$ cat src/rtl/fetch_controller_pkg.sv
// rtl/fetch_controller_pkg.sv - shared types and default constants for the fetch controller
package fetch_pkg;

  // FSM encoding is exported on the debug state port, so values are pinned
  typedef enum logic [1:0] {
    BOOT   = 2'd0,
    RUN    = 2'd1,
    HALTED = 2'd2,
    EXC    = 2'd3
  } fetch_state_t;

  // Source of the next program counter value
  typedef enum logic [2:0] {
    SEL_SEQ,
    SEL_HOLD,
    SEL_BR,
    SEL_JMP,
    SEL_EXC
  } pc_sel_t;

  localparam logic [31:0] DEF_RESET_VEC = 32'h0000_0000;
  localparam logic [31:0] DEF_EXC_VEC   = 32'h0000_0080;
  localparam int          DEF_PC_STEP   = 4;
  localparam int          DEF_CNT_W     = 32;

  // Redirect targets are forced onto a word boundary
  function automatic logic [31:0] word_align(input logic [31:0] addr);
    return {addr[31:2], 2'b00};
  endfunction

  // A redirect target is misaligned when its low two bits are not zero
  function automatic logic is_misaligned(input logic [31:0] addr);
    return |addr[1:0];
  endfunction

endpackage

$ cat src/rtl/fetch_controller_if.sv
// rtl/fetch_controller_if.sv - pipeline-side signal bundle of the fetch controller
interface fetch_controller_if #(
  parameter int CNT_W = 32
);

  // Requests from the pipeline stages
  logic             hazard_stall;
  logic             imem_wait;
  logic             branch_taken;
  logic [31:0]      branch_target;
  logic             jump;
  logic [31:0]      jump_target;
  logic             exception;
  logic             halt_req;
  logic             resume;

  // Controls and status back to the pipeline
  logic [31:0]      pc;
  logic             if_stall;
  logic             if_flush;
  logic             id_flush;
  logic             misalign;
  logic [1:0]       state;
  logic [CNT_W-1:0] fetch_cnt;
  logic [CNT_W-1:0] redirect_cnt;
  logic [CNT_W-1:0] stall_cnt;

  // Pipeline side: raises requests, consumes pc and controls
  modport master (
    output hazard_stall, imem_wait, branch_taken, branch_target,
           jump, jump_target, exception, halt_req, resume,
    input  pc, if_stall, if_flush, id_flush, misalign, state,
           fetch_cnt, redirect_cnt, stall_cnt
  );

  // Controller side: consumes requests, produces pc and controls
  modport slave (
    input  hazard_stall, imem_wait, branch_taken, branch_target,
           jump, jump_target, exception, halt_req, resume,
    output pc, if_stall, if_flush, id_flush, misalign, state,
           fetch_cnt, redirect_cnt, stall_cnt
  );

endinterface

$ cat src/rtl/fetch_controller_sat_counter.sv
// rtl/fetch_controller_sat_counter.sv - event counter that sticks at all-ones
module sat_counter #(
  parameter int WIDTH = 32
) (
  input  logic             i_clk,
  input  logic             i_rst_n,
  input  logic             i_inc,
  output logic [WIDTH-1:0] o_count
);

  logic [WIDTH-1:0] r_count;
  logic             w_full;

  assign w_full  = &r_count;
  assign o_count = r_count;

  // Count accepted events, holding at the maximum instead of wrapping
  always_ff @(posedge i_clk or negedge i_rst_n) begin
    if (!i_rst_n) begin
      r_count <= '0;
    end else if (i_inc && !w_full) begin
      r_count <= r_count + 1'b1;
    end
  end

endmodule

$ cat src/rtl/fetch_controller.sv
// rtl/fetch_controller.sv - program counter owner and IF/ID sequencing controller
module fetch_controller
  import fetch_pkg::*;
#(
  parameter logic [31:0] RESET_VEC = DEF_RESET_VEC,
  parameter logic [31:0] EXC_VEC   = DEF_EXC_VEC,
  parameter int          PC_STEP   = DEF_PC_STEP,
  parameter int          CNT_W     = DEF_CNT_W
) (
  input  logic               clk,
  input  logic               rst,
  fetch_controller_if.slave  bus
);

  localparam logic [31:0] STEP = 32'(PC_STEP);

  fetch_state_t r_state;
  fetch_state_t w_state_nxt;
  logic [31:0]  r_pc;
  logic [31:0]  w_pc_nxt;
  logic         r_misalign;
  logic         w_misalign_nxt;
  pc_sel_t      w_sel;
  logic         w_if_stall;
  logic         w_if_flush;
  logic         w_id_flush;
  logic         w_redirect;
  logic         w_fetch;

  // Next-state, pc source and pipeline controls; RUN priority is
  // exception > branch > jump > halt > stall > sequential, losers are dropped
  always_comb begin
    w_state_nxt    = r_state;
    w_sel          = SEL_HOLD;
    w_if_stall     = 1'b0;
    w_if_flush     = 1'b0;
    w_id_flush     = 1'b0;
    w_redirect     = 1'b0;
    w_misalign_nxt = 1'b0;
    case (r_state)
      BOOT: begin
        w_if_flush  = 1'b1;
        w_id_flush  = 1'b1;
        w_state_nxt = RUN;
      end
      RUN: begin
        if (bus.exception) begin
          w_sel       = SEL_EXC;
          w_if_flush  = 1'b1;
          w_id_flush  = 1'b1;
          w_redirect  = 1'b1;
          w_state_nxt = EXC;
        end else if (bus.branch_taken) begin
          w_sel          = SEL_BR;
          w_if_flush     = 1'b1;
          w_id_flush     = 1'b1;
          w_redirect     = 1'b1;
          w_misalign_nxt = is_misaligned(bus.branch_target);
        end else if (bus.jump) begin
          w_sel          = SEL_JMP;
          w_if_flush     = 1'b1;
          w_redirect     = 1'b1;
          w_misalign_nxt = is_misaligned(bus.jump_target);
        end else if (bus.halt_req) begin
          w_if_flush  = 1'b1;
          w_state_nxt = HALTED;
        end else if (bus.hazard_stall || bus.imem_wait) begin
          w_if_stall = 1'b1;
        end else begin
          w_sel = SEL_SEQ;
        end
      end
      HALTED: begin
        // Keep draining NOPs; only exception or resume can leave
        w_if_flush = 1'b1;
        if (bus.exception) begin
          w_sel       = SEL_EXC;
          w_id_flush  = 1'b1;
          w_redirect  = 1'b1;
          w_state_nxt = EXC;
        end else if (bus.resume) begin
          w_state_nxt = RUN;
        end
      end
      EXC: begin
        w_if_flush = 1'b1;
        w_id_flush = 1'b1;
        if (bus.exception) begin
          w_sel      = SEL_EXC;
          w_redirect = 1'b1;
        end else begin
          w_state_nxt = RUN;
        end
      end
      default: begin
        w_state_nxt = BOOT;
      end
    endcase
  end

  // Next program counter from the selected source
  always_comb begin
    w_pc_nxt = r_pc;
    case (w_sel)
      SEL_SEQ:  w_pc_nxt = r_pc + STEP;
      SEL_BR:   w_pc_nxt = word_align(bus.branch_target);
      SEL_JMP:  w_pc_nxt = word_align(bus.jump_target);
      SEL_EXC:  w_pc_nxt = EXC_VEC;
      default:  w_pc_nxt = r_pc;
    endcase
  end

  // State, pc and misalign pulse registers
  always_ff @(posedge clk or negedge rst) begin
    if (!rst) begin
      r_state    <= BOOT;
      r_pc       <= RESET_VEC;
      r_misalign <= 1'b0;
    end else begin
      r_state    <= w_state_nxt;
      r_pc       <= w_pc_nxt;
      r_misalign <= w_misalign_nxt;
    end
  end

  assign w_fetch = (r_state == RUN) && !w_if_stall && !w_if_flush;

  sat_counter #(.WIDTH(CNT_W)) u_fetch_cnt (
    .i_clk   (clk),
    .i_rst_n (rst),
    .i_inc   (w_fetch),
    .o_count (bus.fetch_cnt)
  );

  sat_counter #(.WIDTH(CNT_W)) u_redirect_cnt (
    .i_clk   (clk),
    .i_rst_n (rst),
    .i_inc   (w_redirect),
    .o_count (bus.redirect_cnt)
  );

  sat_counter #(.WIDTH(CNT_W)) u_stall_cnt (
    .i_clk   (clk),
    .i_rst_n (rst),
    .i_inc   (w_if_stall),
    .o_count (bus.stall_cnt)
  );

  assign bus.pc       = r_pc;
  assign bus.if_stall = w_if_stall;
  assign bus.if_flush = w_if_flush;
  assign bus.id_flush = w_id_flush;
  assign bus.misalign = r_misalign;
  assign bus.state    = r_state;

endmodule

$ cat src/flat_wrapper.sv
// flat-port wrapper written by rule: the top's interface ports become plain ports
module fetch_controller_flat import fetch_pkg::*;
#(
  parameter logic [31:0] RESET_VEC = DEF_RESET_VEC,
  parameter logic [31:0] EXC_VEC   = DEF_EXC_VEC,
  parameter int          PC_STEP   = DEF_PC_STEP,
  parameter int          CNT_W     = DEF_CNT_W
)
  (clk, rst, bus_hazard_stall, bus_imem_wait, bus_branch_taken, bus_branch_target, bus_jump, bus_jump_target, bus_exception, bus_halt_req, bus_resume, bus_pc, bus_if_stall, bus_if_flush, bus_id_flush, bus_misalign, bus_state, bus_fetch_cnt, bus_redirect_cnt, bus_stall_cnt);
  fetch_controller_if #(.CNT_W(CNT_W)) bus_i ();
  input  logic clk;
  input  logic rst;
  input wire logic [$bits(bus_i.hazard_stall)-1:0] bus_hazard_stall;
  input wire logic [$bits(bus_i.imem_wait)-1:0] bus_imem_wait;
  input wire logic [$bits(bus_i.branch_taken)-1:0] bus_branch_taken;
  input wire logic [$bits(bus_i.branch_target)-1:0] bus_branch_target;
  input wire logic [$bits(bus_i.jump)-1:0] bus_jump;
  input wire logic [$bits(bus_i.jump_target)-1:0] bus_jump_target;
  input wire logic [$bits(bus_i.exception)-1:0] bus_exception;
  input wire logic [$bits(bus_i.halt_req)-1:0] bus_halt_req;
  input wire logic [$bits(bus_i.resume)-1:0] bus_resume;
  output wire logic [$bits(bus_i.pc)-1:0] bus_pc;
  output wire logic [$bits(bus_i.if_stall)-1:0] bus_if_stall;
  output wire logic [$bits(bus_i.if_flush)-1:0] bus_if_flush;
  output wire logic [$bits(bus_i.id_flush)-1:0] bus_id_flush;
  output wire logic [$bits(bus_i.misalign)-1:0] bus_misalign;
  output wire logic [$bits(bus_i.state)-1:0] bus_state;
  output wire logic [$bits(bus_i.fetch_cnt)-1:0] bus_fetch_cnt;
  output wire logic [$bits(bus_i.redirect_cnt)-1:0] bus_redirect_cnt;
  output wire logic [$bits(bus_i.stall_cnt)-1:0] bus_stall_cnt;
  assign bus_i.hazard_stall = bus_hazard_stall;
  assign bus_i.imem_wait = bus_imem_wait;
  assign bus_i.branch_taken = bus_branch_taken;
  assign bus_i.branch_target = bus_branch_target;
  assign bus_i.jump = bus_jump;
  assign bus_i.jump_target = bus_jump_target;
  assign bus_i.exception = bus_exception;
  assign bus_i.halt_req = bus_halt_req;
  assign bus_i.resume = bus_resume;
  assign bus_pc = bus_i.pc;
  assign bus_if_stall = bus_i.if_stall;
  assign bus_if_flush = bus_i.if_flush;
  assign bus_id_flush = bus_i.id_flush;
  assign bus_misalign = bus_i.misalign;
  assign bus_state = bus_i.state;
  assign bus_fetch_cnt = bus_i.fetch_cnt;
  assign bus_redirect_cnt = bus_i.redirect_cnt;
  assign bus_stall_cnt = bus_i.stall_cnt;
  fetch_controller #(.RESET_VEC(RESET_VEC), .EXC_VEC(EXC_VEC), .PC_STEP(PC_STEP), .CNT_W(CNT_W)) u_core (.clk(clk), .rst(rst), .bus(bus_i));
endmodule
$ cat config.mk
export PLATFORM = sky130hd
export DESIGN_NAME = fetch_controller_flat
export DESIGN_NICKNAME = d
export VERILOG_FILES = /design/src/rtl/fetch_controller_pkg.sv /design/src/rtl/fetch_controller_if.sv /design/src/rtl/fetch_controller_sat_counter.sv /design/src/rtl/fetch_controller.sv /design/src/flat_wrapper.sv
export SDC_FILE = /design/constraint.sdc
export NUM_CORES = 1
export LEC_CHECK = 0
export CORE_MARGIN = 2
export CORE_UTILIZATION = 44
export CTS_BUF_LIST = sky130_fd_sc_hd__clkbuf_4 sky130_fd_sc_hd__clkbuf_8 sky130_fd_sc_hd__clkbuf_16
export DETAILED_ROUTE_END_ITERATION = 6
export PLACE_DENSITY = 0.78
export SLEW_MARGIN = 0
export SYNTH_ARGS = -nofsm -noshare
export SYNTH_HDL_FRONTEND = slang
export SYNTH_SLANG_ARGS = --single-unit
$ cat constraint.sdc
create_clock -name clk -period 2.5 [get_ports clk]
set_clock_uncertainty 0.15 [all_clocks]
set_input_delay 0.625 -clock clk [delete_from_list [all_inputs] [get_ports clk]]
set_output_delay 0.625 -clock clk [all_outputs]
set_load 0.02 [all_outputs]
== After elaboration in Yosys (flattened, before gate mapping) ==
Cells that the tools add are included.

* Add/subtract/negate cells: 4
* Mux-type cells: 39
* Equality and inequality tests: 11
* Reductions and logical operators: 23

{| class="wikitable"
|+ Operators with widths
! kind !! number
|-
| case mux 32 bit (4 select lines) || 1
|-
| adder 32 x 1 -> 32 bit, second input constant || 3
|-
| AND reduction 32 bit || 3
|-
| adder 32 x 3 -> 32 bit, second input constant || 1
|-
| 2-to-1 mux 1 bit || 21
|-
| 2-to-1 mux 3 bit || 5
|-
| 2-to-1 mux 2 bit || 7
|-
| != test 3 bit, second input constant || 4
|-
| case mux 2 bit (4 select lines) || 1
|-
| OR reduction 2 bit || 4
|-
| equality test 3 x 2 -> 1 bit, second input constant || 2
|-
| case mux 3 bit (2 select lines) || 1
|-
| logical AND 1 bit || 5
|-
| logical NOT 1 bit || 5
|-
| AND reduction 5 bit || 1
|-
| equality test 2 bit, second input constant || 2
|-
| case mux 1 bit (2 select lines) || 2
|-
| nonzero test 4 bit || 1
|-
| equality test 3 bit, second input constant || 1
|-
| logical NOT 3 bit || 1
|-
| case mux 1 bit (3 select lines) || 1
|-
| OR reduction 3 bit || 1
|-
| equality test 2 x 1 -> 1 bit, second input constant || 1
|-
| logical NOT 2 bit || 1
|-
| 2 further kinds || 2
|}

* Logic and storage cells: 83
* Register bits: 131

== Logic depth before layout (Yosys ltp) ==
* Word-level depth: 11
* Depth in mapped cells: 11

== Hierarchy ==
From an unflattened synthesis, not the netlist that was laid out.

* Cells, all modules: 740
* Area total of the unflattened synthesis: 7270.7 um^2

{| class="wikitable"
|+ By module, submodules not included
! module !! area an instance (um^2) !! cells an instance !! seq. area each (um^2) !! instances
|-
| sat_counter (u_core.u_fetch_cnt ...) || 1580.3 || 146 || 800.8 || 2
|-
| fetch_controller || 2513.7 || 300 || 825.8 || 1
|-
| sat_counter (u_core.u_stall_cnt) || 1596.5 || 148 || 800.8 || 1
|}

== Worst setup path after synthesis ==
No wires, ideal clock.

* Kind: register -> output
* Start point: register u_core.r_state[1], in the netlist u_core.bus.state[1]
* End point: output port bus_if_stall
* Arrival time: 2.160 ns
* Slack: -0.435 ns
* Required time: 1.725 ns
* Stages on the path, launching flop included: 9
* Path buffers: 3
* Path through: dfrtp_1 > clkbuf_1 > inv_1 > ha_1 > nand2b_1 > or4_1 > buf_2 > inv_1 > clkbuf_1

* Word-level cells in the longest chain between the ends: 2

{| class="wikitable"
|+ RTL lines
! element !! RTL line !! text
|-
| start: declaration || fetch_controller.sv:17 || <nowiki>fetch_state_t r_state;</nowiki>
|-
| start signal: assignment || fetch_controller.sv:120 || <nowiki>r_state <= w_state_nxt;</nowiki>
|-
| equality test 2 x 1 -> 1 bit || fetch_controller.sv:40 || <nowiki>case (r_state)</nowiki>
|-
| 2-to-1 mux 1 bit || fetch_controller.sv:40 ||
|-
| end: declaration || flat_wrapper.sv:23 || <nowiki>output wire logic [$bits(bus_i.if_stall)-1:0] bus_if_stall;</nowiki>
|}

Every way passes these cells.

== Final worst setup path ==
Ends and elaborated chain as after synthesis.

==> flow_metrics.tcl <==
set metrics [dict create \
    status "finished, violations left" \
    violations "setup timing" \
    peakVddDrop_uv 695 \
    crit_path_max_fanout 2 \
    arrival_ns 1.79 \
    yosysSeqAreaShare_pct 44.5 \
    core_area_mm2 0.0160 \
    power_density_mw_per_mm2 878 \
    antenna_found_initial 0 \
    route.detailed.drc 0 \
    synth_edf_count 0 \
    num_rows 46 \
    yosys.area.top_type "dfrtp_1" \
    ys_seq_elements 129 \
    via_count 7202 \
    path_depth 6 \
    path_cells "clkinv_4 -> ha_4 -> nand2b_4 -> or4_4 -> inv_4 -> buf_6" \
    cts_max_level 4 \
    final.setup.tns_ns -0.0842 \
    clockBufferDepth 2 \
    clkLatencyLatePin_ns 0.43 \
    relSlewSlack_pct 61.5 \
    placed_cells 1221 \
    setup_viol 2 \
    startpoint "u_core.bus.state[1]" \
    worstHoldPathCells 1 \
    syn_avg_cell_area_um2 9.84 \
    fin_nets 1118 \
    initial_utilization_pct 45.3 \
    hold_path_class "register to register" \
    synth_area_leaders "dfrtp_1, xnor2_1, xor2_1" \
    cp-endpoint "bus_if_stall" \
    ios 207 \
    clock.fmax_mhz 389 \
    yosysTopAreaCellShare_pct 44.5 \
    n_fill_cell 1237 \
    yosysWarnings 0 \
    finalHoldViolations 0 \
    ys_types 68 \
    cts_root_buf "clkbuf_16" \
    wl_um 22300 \
    antenna_left 0 \
    cts_buffers 17 \
    clock-sinks 129 \
    grt_pass1_vias 6933 \
    die_area_mm2 0.0175 \
    fin_crit_ns 2.57 \
    r2r_slack_ns -0.02 \
    worst_slack_ns -0.0683 \
    cpLargestDelayFamily "simple AND/OR/NAND/NOR gates" \
    reg2reg_to "u_core.bus.pc[27]" \
    path_buf_inv 3 \
    grt_max_degree 72 \
    place_ws_ns -0.757 \
    path_clk_slew_ns 0.06 \
    antenna_cells 0 \
    wire_per_inst_um 17.6 \
    chipHeight_um 132 \
    end_kind "output port" \
    syn_inst 737 \
    vias_per_cell 5.69 \
    reg2reg_from "u_core.bus.state[1]" \
    cap_viol_max_count 0 \
    gp_congestion 0.909 \
    io_buffers 204 \
    power_leakage_nw 4.79 \
    cp_slowest_cell "or4_4" \
    rsz0062_at_grt "true" \
    slowest_delay_ns 0.49 \
    grt_overflow_total 0 \
    drt-initial-drc-count 576 \
    fin_crit_sh_pct 103 \
    cts_tree "yes" \
    critPathKind "register to output port" \
    hpwl_um 15700 \
    synthToLayoutAreaGrowth_pct 54.6 \
    gr-usage-all-layers_pct 24.9 \
    drv_slew 0 \
    grt_pass1_wl_um 35300 \
    syn_area_mm2 0.00726 \
    synth_most_common_cell "dfrtp_1" \
    fin_total_pwr_mw 9.85 \
    synth_common_cells "dfrtp_1, nand2_1, nand3_1, xnor2_1, xor2_1" \
    required_ns 1.73 \
    worst-r2r-cell-count 11 \
    async_flop_share_pct 100 \
    stdcell_count 1265 \
    start_kind "register" \
    ys_dominant_reg_cell "dfrtp_1" \
    worst_pin_slew_ns 0.573 \
    fin_util_pct 70.1 \
    die_w_um 132 \
    drive_gt1_share_pct 21.4 \
    dr.pass1.iters 5 \
]
-- cells in the final DEF (no fill, tap or decap), types with 6 or more instances in the layout --
cell type / netlist / final
mux2i_1: 18 / 14
nor2_1: 44 / 44
buf_4: 4 / 92
nand4_1: 38 / 38
mux2_2: 14 / 11
nand3_1: 45 / 45
a21oi_2: 0 / 8
buf_12: 0 / 6
clkdlybuf4s50_1: 0 / 194
and4_1: 13 / 13
inv_1: 18 / 15
buf_6: 1 / 7
nand2_1: 52 / 52
nor4_1: 18 / 14
nor3_1: 29 / 28
and3_1: 19 / 19
clkbuf_16: 0 / 17
dfrtp_1: 129 / 125
xor2_1: 45 / 45
xnor2_1: 45 / 45
ha_1: 9 / 6
and2_1: 6 / 6
a21oi_1: 28 / 20
o211ai_1: 7 / 7
o21ai_0: 23 / 21
-- flip-flops by register name, summed over array words and instances, names as in the netlist --
register,count
u_core.bus.misalign,1
u_core.bus.pc,30
u_core.bus.state,2
u_core.u_fetch_cnt.o_count,32
u_core.u_redirect_cnt.o_count,32
u_core.u_stall_cnt.o_count,32
-- metrics by stage --
stage | cell area (um2) | hold slack [ns]
finish | 11200 | 0.340
floorplan | 7380 | 0.179
global placement | 10300 | 0.281
detailed placement | 10300 | 0.283
CTS | 11100 | 0.342
global route | 11200 | 0.360
-- worst min path at each step --
stage	start	to	slack, ns
2_1_floorplan	rst	u_core.bus.misalign	0.18
6_report	u_core.u_stall_cnt.o_count[14]	u_core.u_stall_cnt.o_count[14]	0.34
3_5_place_dp	rst	u_core.u_redirect_cnt.o_count[31]	0.28
4_1_cts	u_core.u_fetch_cnt.o_count[26]	u_core.u_fetch_cnt.o_count[26]	0.34
5_1_grt	u_core.u_fetch_cnt.o_count[26]	u_core.u_fetch_cnt.o_count[26]	0.36
3_3_place_gp	rst	u_core.u_redirect_cnt.o_count[31]	0.28
-- report_power, final --
part	leakage (nW)	switching [mW]	internal, mW
combinational	2.76	2.26	2.19
sequential	1.72	0.392	2.40
clock	0.301	1.00	1.60
total	4.79	3.66	6.19
-- metal layers --
metal / wire length (um) / GRT usage (%)
met1: 9440 / 33.1
met2: 10800 / 40.8
met3: 1420 / 3.95
met4: 641 / 9.98
met5: 0 / 0
-- cell type report --
| type | instances | area, um2 | share of cell area (%) |
|---|---|---|---|
| sequential | 129 | 3230 | 28.8 |
| multi-input combinational | 562 | 4120 | 36.7 |
| inverter | 18 | 75.1 | 0.669 |
| clock inverter | 14 | 180 | 1.61 |
| clock buffer | 18 | 433 | 3.86 |
| timing repair buffer | 308 | 2900 | 25.9 |
| tap | 216 | 270 | 2.41 |
-- cells by family (layout without fill, tap and decap cells) --
logic type               count (synthesis)  in the layout  share of synthesized area, %
XOR/XNOR                                90             90                          10.9
buffers and inverters                   48            358                          2.90
AND/OR/NAND/NOR                        311            311                          24.1
AO/OA/AOI/OAI                          115            116                          11.1
other                                    1              2                        0.0517
flip-flops                             129            129                          44.5
adder cells (fa/ha/maj)                  9              9                          1.55
multiplexers                            34             34                          4.97
-- timing repair --
action,4_1_cts,5_1_grt
hold buffers,1,0
hold endpoints to repair,1,0
gates cloned,1,1
buffers inserted,8,2
pin swaps,10,9
setup endpoints to repair,43,42
resized for setup,44,39
Power figures use the tool's default switching activity.
